===== src/rtl/mem_arbiter_pkg.sv =====
// Shared types for the L1 <-> memory port arbiter.
//   Data / DataWAddr : 32-bit data word and 30-bit word address.
//   MEM_LINE_WORDS   : cache-line length in words, shared by caches and arbiter.
//   MemOwner         : requester currently owning the memory port.
//   MemArbState      : arbiter sequencer state.
package mem_arbiter_pkg;

  typedef logic [31:0] Data;
  typedef logic [29:0] DataWAddr;

  localparam int unsigned MEM_LINE_WORDS = 4;

  typedef enum logic {
    INST = 1'b0,
    DATA = 1'b1
  } MemOwner;

  typedef enum logic {
    IDLE = 1'b0,
    XFER = 1'b1
  } MemArbState;

endpackage


===== src/rtl/mem_arb_rr.sv =====
// Two-input round-robin picker.
//   i_clock, i_reset   : clock, asynchronous active-low reset
//   i_en               : a pick made while enabled updates the last-granted pointer
//   i_inst_req         : instruction-side request
//   i_data_req         : data-side request
//   o_valid            : at least one request pending
//   o_owner            : side picked this cycle (combinational)
module mem_arb_rr
  import mem_arbiter_pkg::*;
(
  input  logic    i_clock,
  input  logic    i_reset,
  input  logic    i_en,
  input  logic    i_inst_req,
  input  logic    i_data_req,
  output logic    o_valid,
  output MemOwner o_owner
);

  MemOwner r_lg;

  // On a conflict the side that did not win last time goes first; reset
  // value INST means data wins the first conflict.
  always_comb begin
    o_valid = i_inst_req | i_data_req;
    if (i_inst_req && i_data_req) begin
      o_owner = (r_lg == INST) ? DATA : INST;
    end else begin
      o_owner = i_data_req ? DATA : INST;
    end
  end

  always_ff @(posedge i_clock or negedge i_reset) begin
    if (!i_reset) begin
      r_lg <= INST;
    end else if (i_en && o_valid) begin
      r_lg <= o_owner;
    end
  end

endmodule


===== src/rtl/mem_arbiter.sv =====
// Arbiter and burst sequencer for the single memory port behind the L1s.
// Grants instruction / data requesters round-robin, then runs the grant as
// one word or a LINE_WORDS-beat critical-word-first burst wrapping inside
// the line. Read data, write-beat acceptance and completion are returned
// to the owning requester.
//   i_clock, i_reset          : clock, asynchronous active-low reset
//   i_inst_*                  : instruction requester (read only)
//   o_inst_*                  : grant, read data/valid, done pulse
//   i_data_*                  : data requester (read or write)
//   o_data_*                  : grant, read data/valid, done, write-beat accept
//   o_mem_* / i_mem_*         : memory port
//   o_busy                    : a transfer is in progress
module mem_arbiter
  import mem_arbiter_pkg::*;
#(
  parameter int unsigned LINE_WORDS = MEM_LINE_WORDS
) (
  input  logic        i_clock,
  input  logic        i_reset,

  input  logic        i_inst_req,
  input  logic        i_inst_burst,
  input  logic [29:0] i_inst_addr,
  output logic        o_inst_gnt,
  output logic        o_inst_rvalid,
  output logic [31:0] o_inst_rdata,
  output logic        o_inst_done,

  input  logic        i_data_req,
  input  logic        i_data_burst,
  input  logic [29:0] i_data_addr,
  input  logic        i_data_we,
  input  logic [31:0] i_data_wdata,
  output logic        o_data_gnt,
  output logic        o_data_rvalid,
  output logic [31:0] o_data_rdata,
  output logic        o_data_done,
  output logic        o_data_wnext,

  output logic [29:0] o_mem_addr,
  output logic        o_mem_we,
  output logic        o_mem_re,
  output logic [31:0] o_mem_wdata,
  input  logic [31:0] i_mem_rdata,
  input  logic        i_mem_ready,

  output logic        o_busy
);

  localparam int unsigned AW   = $bits(DataWAddr);
  localparam int unsigned IDXW = $clog2(LINE_WORDS);
  localparam logic [IDXW-1:0] LAST_CNT = IDXW'(LINE_WORDS - 1);

  MemArbState         r_state;
  MemOwner            r_owner;
  logic [AW-IDXW-1:0] r_line;
  logic [IDXW-1:0]    r_idx;
  logic [IDXW-1:0]    r_cnt;
  logic               r_we;
  logic               r_burst;
  logic               r_inst_gnt;
  logic               r_data_gnt;
  logic               r_mem_we;
  logic               r_mem_re;

  logic               w_pick_valid;
  MemOwner            w_pick;
  logic [AW-1:0]      w_req_addr;
  logic               w_req_we;
  logic               w_req_burst;
  logic               w_beat;
  logic               w_last;
  logic               w_xfer;

  assign w_xfer = (r_state == XFER);

  mem_arb_rr u_rr (
    .i_clock    (i_clock),
    .i_reset    (i_reset),
    .i_en       (!w_xfer),
    .i_inst_req (i_inst_req),
    .i_data_req (i_data_req),
    .o_valid    (w_pick_valid),
    .o_owner    (w_pick)
  );

  // Instruction side never writes.
  always_comb begin
    w_req_addr  = (w_pick == DATA) ? i_data_addr  : i_inst_addr;
    w_req_burst = (w_pick == DATA) ? i_data_burst : i_inst_burst;
    w_req_we    = (w_pick == DATA) && i_data_we;
  end

  assign w_beat = w_xfer && i_mem_ready;
  assign w_last = !r_burst || (r_cnt == LAST_CNT);

  always_ff @(posedge i_clock or negedge i_reset) begin
    if (!i_reset) begin
      r_state    <= IDLE;
      r_owner    <= INST;
      r_line     <= '0;
      r_idx      <= '0;
      r_cnt      <= '0;
      r_we       <= 1'b0;
      r_burst    <= 1'b0;
      r_inst_gnt <= 1'b0;
      r_data_gnt <= 1'b0;
      r_mem_we   <= 1'b0;
      r_mem_re   <= 1'b0;
    end else begin
      case (r_state)
        IDLE: begin
          if (w_pick_valid) begin
            r_state    <= XFER;
            r_owner    <= w_pick;
            r_line     <= w_req_addr[AW-1:IDXW];
            r_idx      <= w_req_addr[IDXW-1:0];
            r_cnt      <= '0;
            r_we       <= w_req_we;
            r_burst    <= w_req_burst;
            r_inst_gnt <= (w_pick == INST);
            r_data_gnt <= (w_pick == DATA);
            r_mem_we   <= w_req_we;
            r_mem_re   <= !w_req_we;
          end
        end
        XFER: begin
          if (i_mem_ready) begin
            // idx is exactly IDXW bits wide, so the increment wraps in the line.
            r_idx <= r_idx + IDXW'(1);
            r_cnt <= r_cnt + IDXW'(1);
            if (w_last) begin
              r_state    <= IDLE;
              r_inst_gnt <= 1'b0;
              r_data_gnt <= 1'b0;
              r_mem_we   <= 1'b0;
              r_mem_re   <= 1'b0;
            end
          end
        end
        default: r_state <= IDLE;
      endcase
    end
  end

  // Port-facing outputs are gated by the registered state so that every
  // output is zero while reset is held, including the pass-through paths.
  always_comb begin
    o_busy        = w_xfer;
    o_inst_gnt    = r_inst_gnt;
    o_data_gnt    = r_data_gnt;
    o_mem_we      = r_mem_we;
    o_mem_re      = r_mem_re;
    o_mem_addr    = w_xfer ? {r_line, r_idx} : '0;
    o_mem_wdata   = r_mem_we ? i_data_wdata : '0;

    o_inst_rvalid = w_beat && (r_owner == INST) && !r_we;
    o_data_rvalid = w_beat && (r_owner == DATA) && !r_we;
    o_inst_rdata  = o_inst_rvalid ? i_mem_rdata : '0;
    o_data_rdata  = o_data_rvalid ? i_mem_rdata : '0;
    o_data_wnext  = w_beat && r_we;

    o_inst_done   = w_beat && w_last && (r_owner == INST);
    o_data_done   = w_beat && w_last && (r_owner == DATA);
  end

endmodule


===== config.mk =====
export PLATFORM = sky130hd
export DESIGN_NAME = mem_arbiter
export DESIGN_NICKNAME = d
export VERILOG_FILES = /design/src/rtl/mem_arbiter_pkg.sv /design/src/rtl/mem_arb_rr.sv /design/src/rtl/mem_arbiter.sv
export SDC_FILE = /design/constraint.sdc
export NUM_CORES = 1
export LEC_CHECK = 0
export CAP_MARGIN = 20
export CORE_ASPECT_RATIO = 0.6
export CORE_MARGIN = 2
export CORE_UTILIZATION = 28
export CTS_BUF_LIST = sky130_fd_sc_hd__clkbuf_4 sky130_fd_sc_hd__clkbuf_8
export DETAILED_ROUTE_END_ITERATION = 8
export PLACE_DENSITY_LB_ADDON = 0.12
export SETUP_SLACK_MARGIN = 0.15
export SLEW_MARGIN = 30
export SYNTH_ARGS = -nofsm -noshare
export SYNTH_HDL_FRONTEND = slang
export SYNTH_HIERARCHICAL = 1
export SYNTH_SLANG_ARGS = --single-unit
export TNS_END_PERCENT = 100

===== constraint.sdc =====
create_clock -name i_clock -period 1.6 [get_ports i_clock]
set_input_delay 0.24 -clock i_clock [delete_from_list [all_inputs] [get_ports i_clock]]
set_output_delay 0.24 -clock i_clock [all_outputs]
set_load 0.005 [all_outputs]

==> Yosys cells after proc, flatten, opt, wreduce, memory -nomap -nowiden <==
Index checks and enable logic that the tools add are counted.
{ "word_totals": {"ff_bits": 41, "latchBits": 0, "mem_bits_rw": 0, "rom_bits": 0, "in_bits": 132, "elab_cells": 71, "n_memories": 0} }
{ "classes": {"addsub": 2, "multipliers": 0, "div": 0, "n_lt_le_gt_ge": 0, "eq_ne": 4, "shifts": 0, "mux": 29, "bitwise": 4, "reduce_logical": 20} }
{ "op_table": {"columns": ["cell", "n"], "rows": [
  ["two-way mux 32 bit", 3],
  ["two-way mux 30 bit", 2],
  ["two-way mux 1 bit", 13],
  ["logical AND 1 bit", 12],
  ["case mux 1 bit (2 select lines)", 5],
  ["two-way mux 2 bit", 4],
  ["case mux 2 bit (2 select lines)", 2],
  ["adder 2 x 1 -> 2 bit (second input constant)", 2],
  ["zero test 1 bit", 4],
  ["!= test 2 x 1 -> 1 bit (second input constant)", 2],
  ["AND reduction 2 bit", 2],
  ["NOT 1 bit", 3],
  ["AND reduction 3 bit", 1],
  ["== test 2 bit (second input constant)", 1],
  ["!= test 2 bit (second input constant)", 1],
  ["logical OR 1 bit", 1],
  ["bitwise OR 1 bit", 1]
]} }

==> Longest topological paths before layout <==
{ "depth": {"ltp_word": 6, "depth_mapped": 6, "mapped_depth_nobuf": 4} }

==> By module <==
Netlist, hierarchy kept.
{ "modules_own_cells": {"columns": ["module", "instances", "cells_per_inst", "area_each_um2"], "rows": [
  ["mem_arbiter", 1, 320, 2776.4],
  ["mem_arb_rr", 1, 5, 50.0]
]} }

==> Worst setup path before layout <==
Ideal clock, no wire load.
{ "synth_timing": {"path_kind": "register to output", "from": "reg r_state, in the netlist o_busy", "to": "out o_data_rdata[10]", "t_arrival_ps": 1136, "t_required_ps": 1360, "path_slack_ps": 224, "path_stages_with_launch": 6, "n_path_buf": 2, "path_cell_list": "dfrtp_1 buf_6 nand2_4 nor3b_4 buf_6 and2_1"} }
{ "synth_between": {"elab_chain_cells": 4} }
{ "synth_lines": {"columns": ["element", "line_no", "text"], "rows": [
  ["from (decl)", "mem_arbiter.sv:54", "MemArbState r_state;"],
  ["from (signal assigned)", "mem_arbiter.sv:99", "r_state <= IDLE;"],
  ["from (signal assigned)", "mem_arbiter.sv:114", "r_state <= XFER;"],
  ["from (signal assigned)", "mem_arbiter.sv:133", "r_state <= IDLE;"],
  ["logical AND 1 bit", "mem_arbiter.sv:94", "assign w_beat = w_xfer && i_mem_ready;"],
  ["logical AND 1 bit (2 in series)", "mem_arbiter.sv:158", "o_data_rvalid = w_beat && (r_owner == DATA) && !r_we;"],
  ["via o_data_rvalid", "mem_arbiter.sv:35", "output logic o_data_rvalid,"],
  ["two-way mux 32 bit", "mem_arbiter.sv:160", "o_data_rdata = o_data_rvalid ? i_mem_rdata : '0;"],
  ["to (decl)", "mem_arbiter.sv:36", "output logic [31:0] o_data_rdata,"]
]} }
The timed path passes the listed nets, and every way through them passes these cells.

==> Final worst setup path <==
{ "layout_timing": {"from": "reg r_we", "to": "out o_data_rdata[3]"} }
{ "layout_between": {"elab_chain_cells": 3} }
{ "layout_lines": {"columns": ["element", "line_no", "text"], "rows": [
  ["from (decl)", "mem_arbiter.sv:59", "logic r_we;"],
  ["from (signal assigned)", "mem_arbiter.sv:119", "r_we <= w_req_we;"],
  ["zero test 1 bit", "mem_arbiter.sv:158", null],
  ["logical AND 1 bit", "mem_arbiter.sv:158", null],
  ["two-way mux 32 bit", "mem_arbiter.sv:160", null]
]} }
Every way passes these cells.

==> results.md <==
- Switching Share: 0.328
- Unrepaired setup endpoints after global routing: yes
- Largest net degree at the start of global routing: 19
- Skew-Pair Late Insertion Delay: 300 ps
- Leakage Power: 3.52 nW
- Delay-heaviest family, CP: buffers and inverters
- Async SR Flop Fraction: 1.00
- Syn Inst Count: 325
- CTS clk-pin slew, worst paths: 80 ps
- Slowest cell on crit path: dfrtp_2
- CTS Buf Count: 5
- Longest Clk Path Bufs: 2
- Sequential share of the synthesized area: 0.363
- Initial antenna violation count: 0
- FF+latch count, synth: 41
- Dpl hpwl: 8620 um
- Final setup fails: 152
- Vias in the first global route: 3468
- Synth-to-layout area growth: 159%
- CP Launch Type: flop
- Worst path arrival time: 1720 ps
- Worst Hold Class: in -> async
- Hold Vio Cnt, Final: 0
- Top cells by area, synth: dfrtp_1 (36%), and2_1 (28%), mux2i_1 (11%)
- CP Max Fanout: 8
- Max stage delay on crit path: 450 ps
- Most frequent cells in the layout: buf_6 (134), clkdlybuf4s50_1 (129), and2_4 (96)
- R2R cell count: 9
- Fmax achieved: 511 MHz
- Clock Power Share: 0.093
- RR Endpoint: r_line[15]$_DFFE_PN0P_
- Die Area: 10900 um2
- Pwr/cell area: 1320 nW/um2
- Initial core utilization: 0.287
- Synth Area in Simple Gates: 0.357
- TritonRoute pass-1 iters: 4
- Grt total ovfl: 0
- First-pass GRT wire length: 18400 um
- PortBufs: 267
- Total internal power: 0.00648 W
- Ys Warns: 6
- Clock Skew: 4.93 ps
- # IOs: 268
- All-layer global routing usage: 0.217
- Wirelength, routed: 14000 um
- Vias: 3633
- H-tree depth: 2
- Vias/cell: 4.51
- Peak VDD IR: 0.529 mV
- Fraction of layout cells with a size suffix above 1: 0.531
- 1st-iter DRT viols: 95
- Die width: 134 um
- Tot Pwr: 0.00965 W
- CP most frequent cell: buf_6
- Commonest non-fill, non-tap cell in the layout: buf_6
- Multiplexer share of the synthesized area: 0.113
- Hold Slack: 373 ps
- Required @ worst endpoint: 1360 ps
- Netlist cell types: 28
- Fin. max-slew vios: 0
- Core ar.: 9840 um2
- Violated checks: setup timing
- CP Cell Sequence: buf_4 -> nor3b_4 -> buf_6 -> clkbuf_16 -> and2_4 -> buf_6
- Area fraction of the dominant cell type after synthesis: 0.363
- Root Buffer: clkbuf_8
- Post-synthesis compound-gate area fraction: 0.0947
- Switching pwr: 0.00317 W
- Max_cap viols: 0
- Max-slew headroom: 0.770
- Post-synth top area cell: dfrtp_1
- Syn Nets: 458
- Reg2reg setup slack: -120 ps
- RePlAce Congestion: 0.731
- Util after Layout: 0.744
- EDFF count, synth: 0
- Largest family of logic cells by synthesized area: simple AND/OR/NAND/NOR gates
- # DRC: 0
- Synth Area per Inst: 8.70 um2
- Crit path buf inv count: 4
- Sink Count: 41
- Tightest Pin Transition: 345 ps
- Most used DFF post-synth: dfrtp_1
- Worst setup margin: -356 ps
- Adder-cell area share of the yosys netlist: 0.00443
- Critical path class: reg -> out
- Final ANT Viol Nets: 0
- Minimum clock period: 1960 ps
- CTS tree: built
- R2R Path Start: o_busy$_DFF_PN0_
- Die Height: 81.8 um
- Row count: 28
- Sequential Power Share: 0.194
- Wirelength per Cell: 17.4 um
- Nets: 802
- Period utilisation layout: 1.22
- Element type at the critical path end: primary output
- Post-Syn Area: 2830 um2
- Post-Place Setup Slack: -614 ps
- Combinational share of power: 0.713
- Synth Area in XOR/XNOR: 0.00930
- Antenna Cells: 0
- Status: complete, but fails checks
- Fill count: 686
## registers in the layout, indices dropped and copies added (netlist names)
| name | count |
|---|---|
| o_mem_re | 1 |
| r_owner | 1 |
| o_mem_we | 1 |
| o_data_gnt | 1 |
| o_busy | 1 |
| r_idx | 2 |
| o_inst_gnt | 1 |
| u_rr/r_lg | 1 |
| r_burst | 1 |
| r_we | 1 |
| r_cnt | 2 |
| r_line | 28 |
## routing by layer
layer | vias to the layer above | wire length (um) | track usage
li1 | 1751 | - | -
met4 | 0 | 214 | 0.0553
met5 | - | 0 | 0
met2 | 153 | 7090 | 0.375
met3 | 23 | 946 | 0.0654
met1 | 1706 | 5730 | 0.267
## power groups by stage
stage	sequential [W]	combinational (W)	clock (W)
floorplan	0.00176	0.00183	0
global placement	0.00180	0.00436	0
detailed placement	0.00184	0.00443	0
CTS	0.00186	0.00587	0.000922
global route	0.00193	0.00733	0.000970
finish	0.00187	0.00688	0.000902
## worst max path at each step
stage                      from                to  slack (ps)  cells after the start
2_1_floorplan  o_busy$_DFF_PN0_  o_data_rdata[10]         220                      5
3_3_place_gp        i_mem_ready  o_data_rdata[14]        -530                      6
3_5_place_dp        i_mem_ready  o_data_rdata[14]        -610                      6
4_1_cts        o_busy$_DFF_PN0_  o_inst_rdata[24]        -350                      7
5_1_grt        o_busy$_DFF_PN0_   o_data_rdata[3]        -420                      7
6_report       r_we$_DFFE_PN0P_   o_data_rdata[3]        -360                      6
## cell usage after synthesis (2+ instances only)
master    count
a211o_1       2
a21o_1        3
a21oi_1       3
a31o_1        3
and2_1      127
and3_1        2
buf_2         8
buf_4         4
buf_6         5
clkbuf_1      8
dfrtp_1      41
inv_1         2
mux2i_1      32
nand2_1      34
nor2_1        6
o21ai_0       3
o21ai_1      29
o22ai_1       2
xnor2_1       2
## per-stage QoR
step / cell area (um2) / TNS [ps] / cells
global route: 7320 / -33080 / 805
finish: 7320 / -25510 / 805
CTS: 6720 / -25060 / 790
detailed placement: 5800 / -41560 / 728
global placement: 5800 / -37800 / 728
floorplan: 2830 / 0 / 325
## what timing repair did
item / 4_1_cts / 5_1_grt
setup buffers: 39 / 10
pin swaps: 20 / 34
setup endpoints to repair: 155 / 173
resized for setup: 559 / 241
hold buffers: 1 / 0
hold endpoints to repair: 13 / 0
gates cloned: 14 / 5
## cell type report
type	instances	area, um2	share of cell area
sequential	41	1030	0.141
clock inverter	1	30.0	0.00410
multi-input combinational	257	1960	0.268
timing repair buffer	362	4030	0.551
inverter	2	7.51	0.00103
tap	135	169	0.0231
clock buffer	7	90.1	0.0123
## cells by family after synthesis
logic type | count (synthesis)
muxes | 32
and+or+nand+nor | 174
adders and majority gates | 1
buffers and inverters | 27
AOI/OAI and AO/OA | 47
DFF | 41
xor gates and xnor gates | 3
Note: power is estimated with default switching activity, not from simulation.
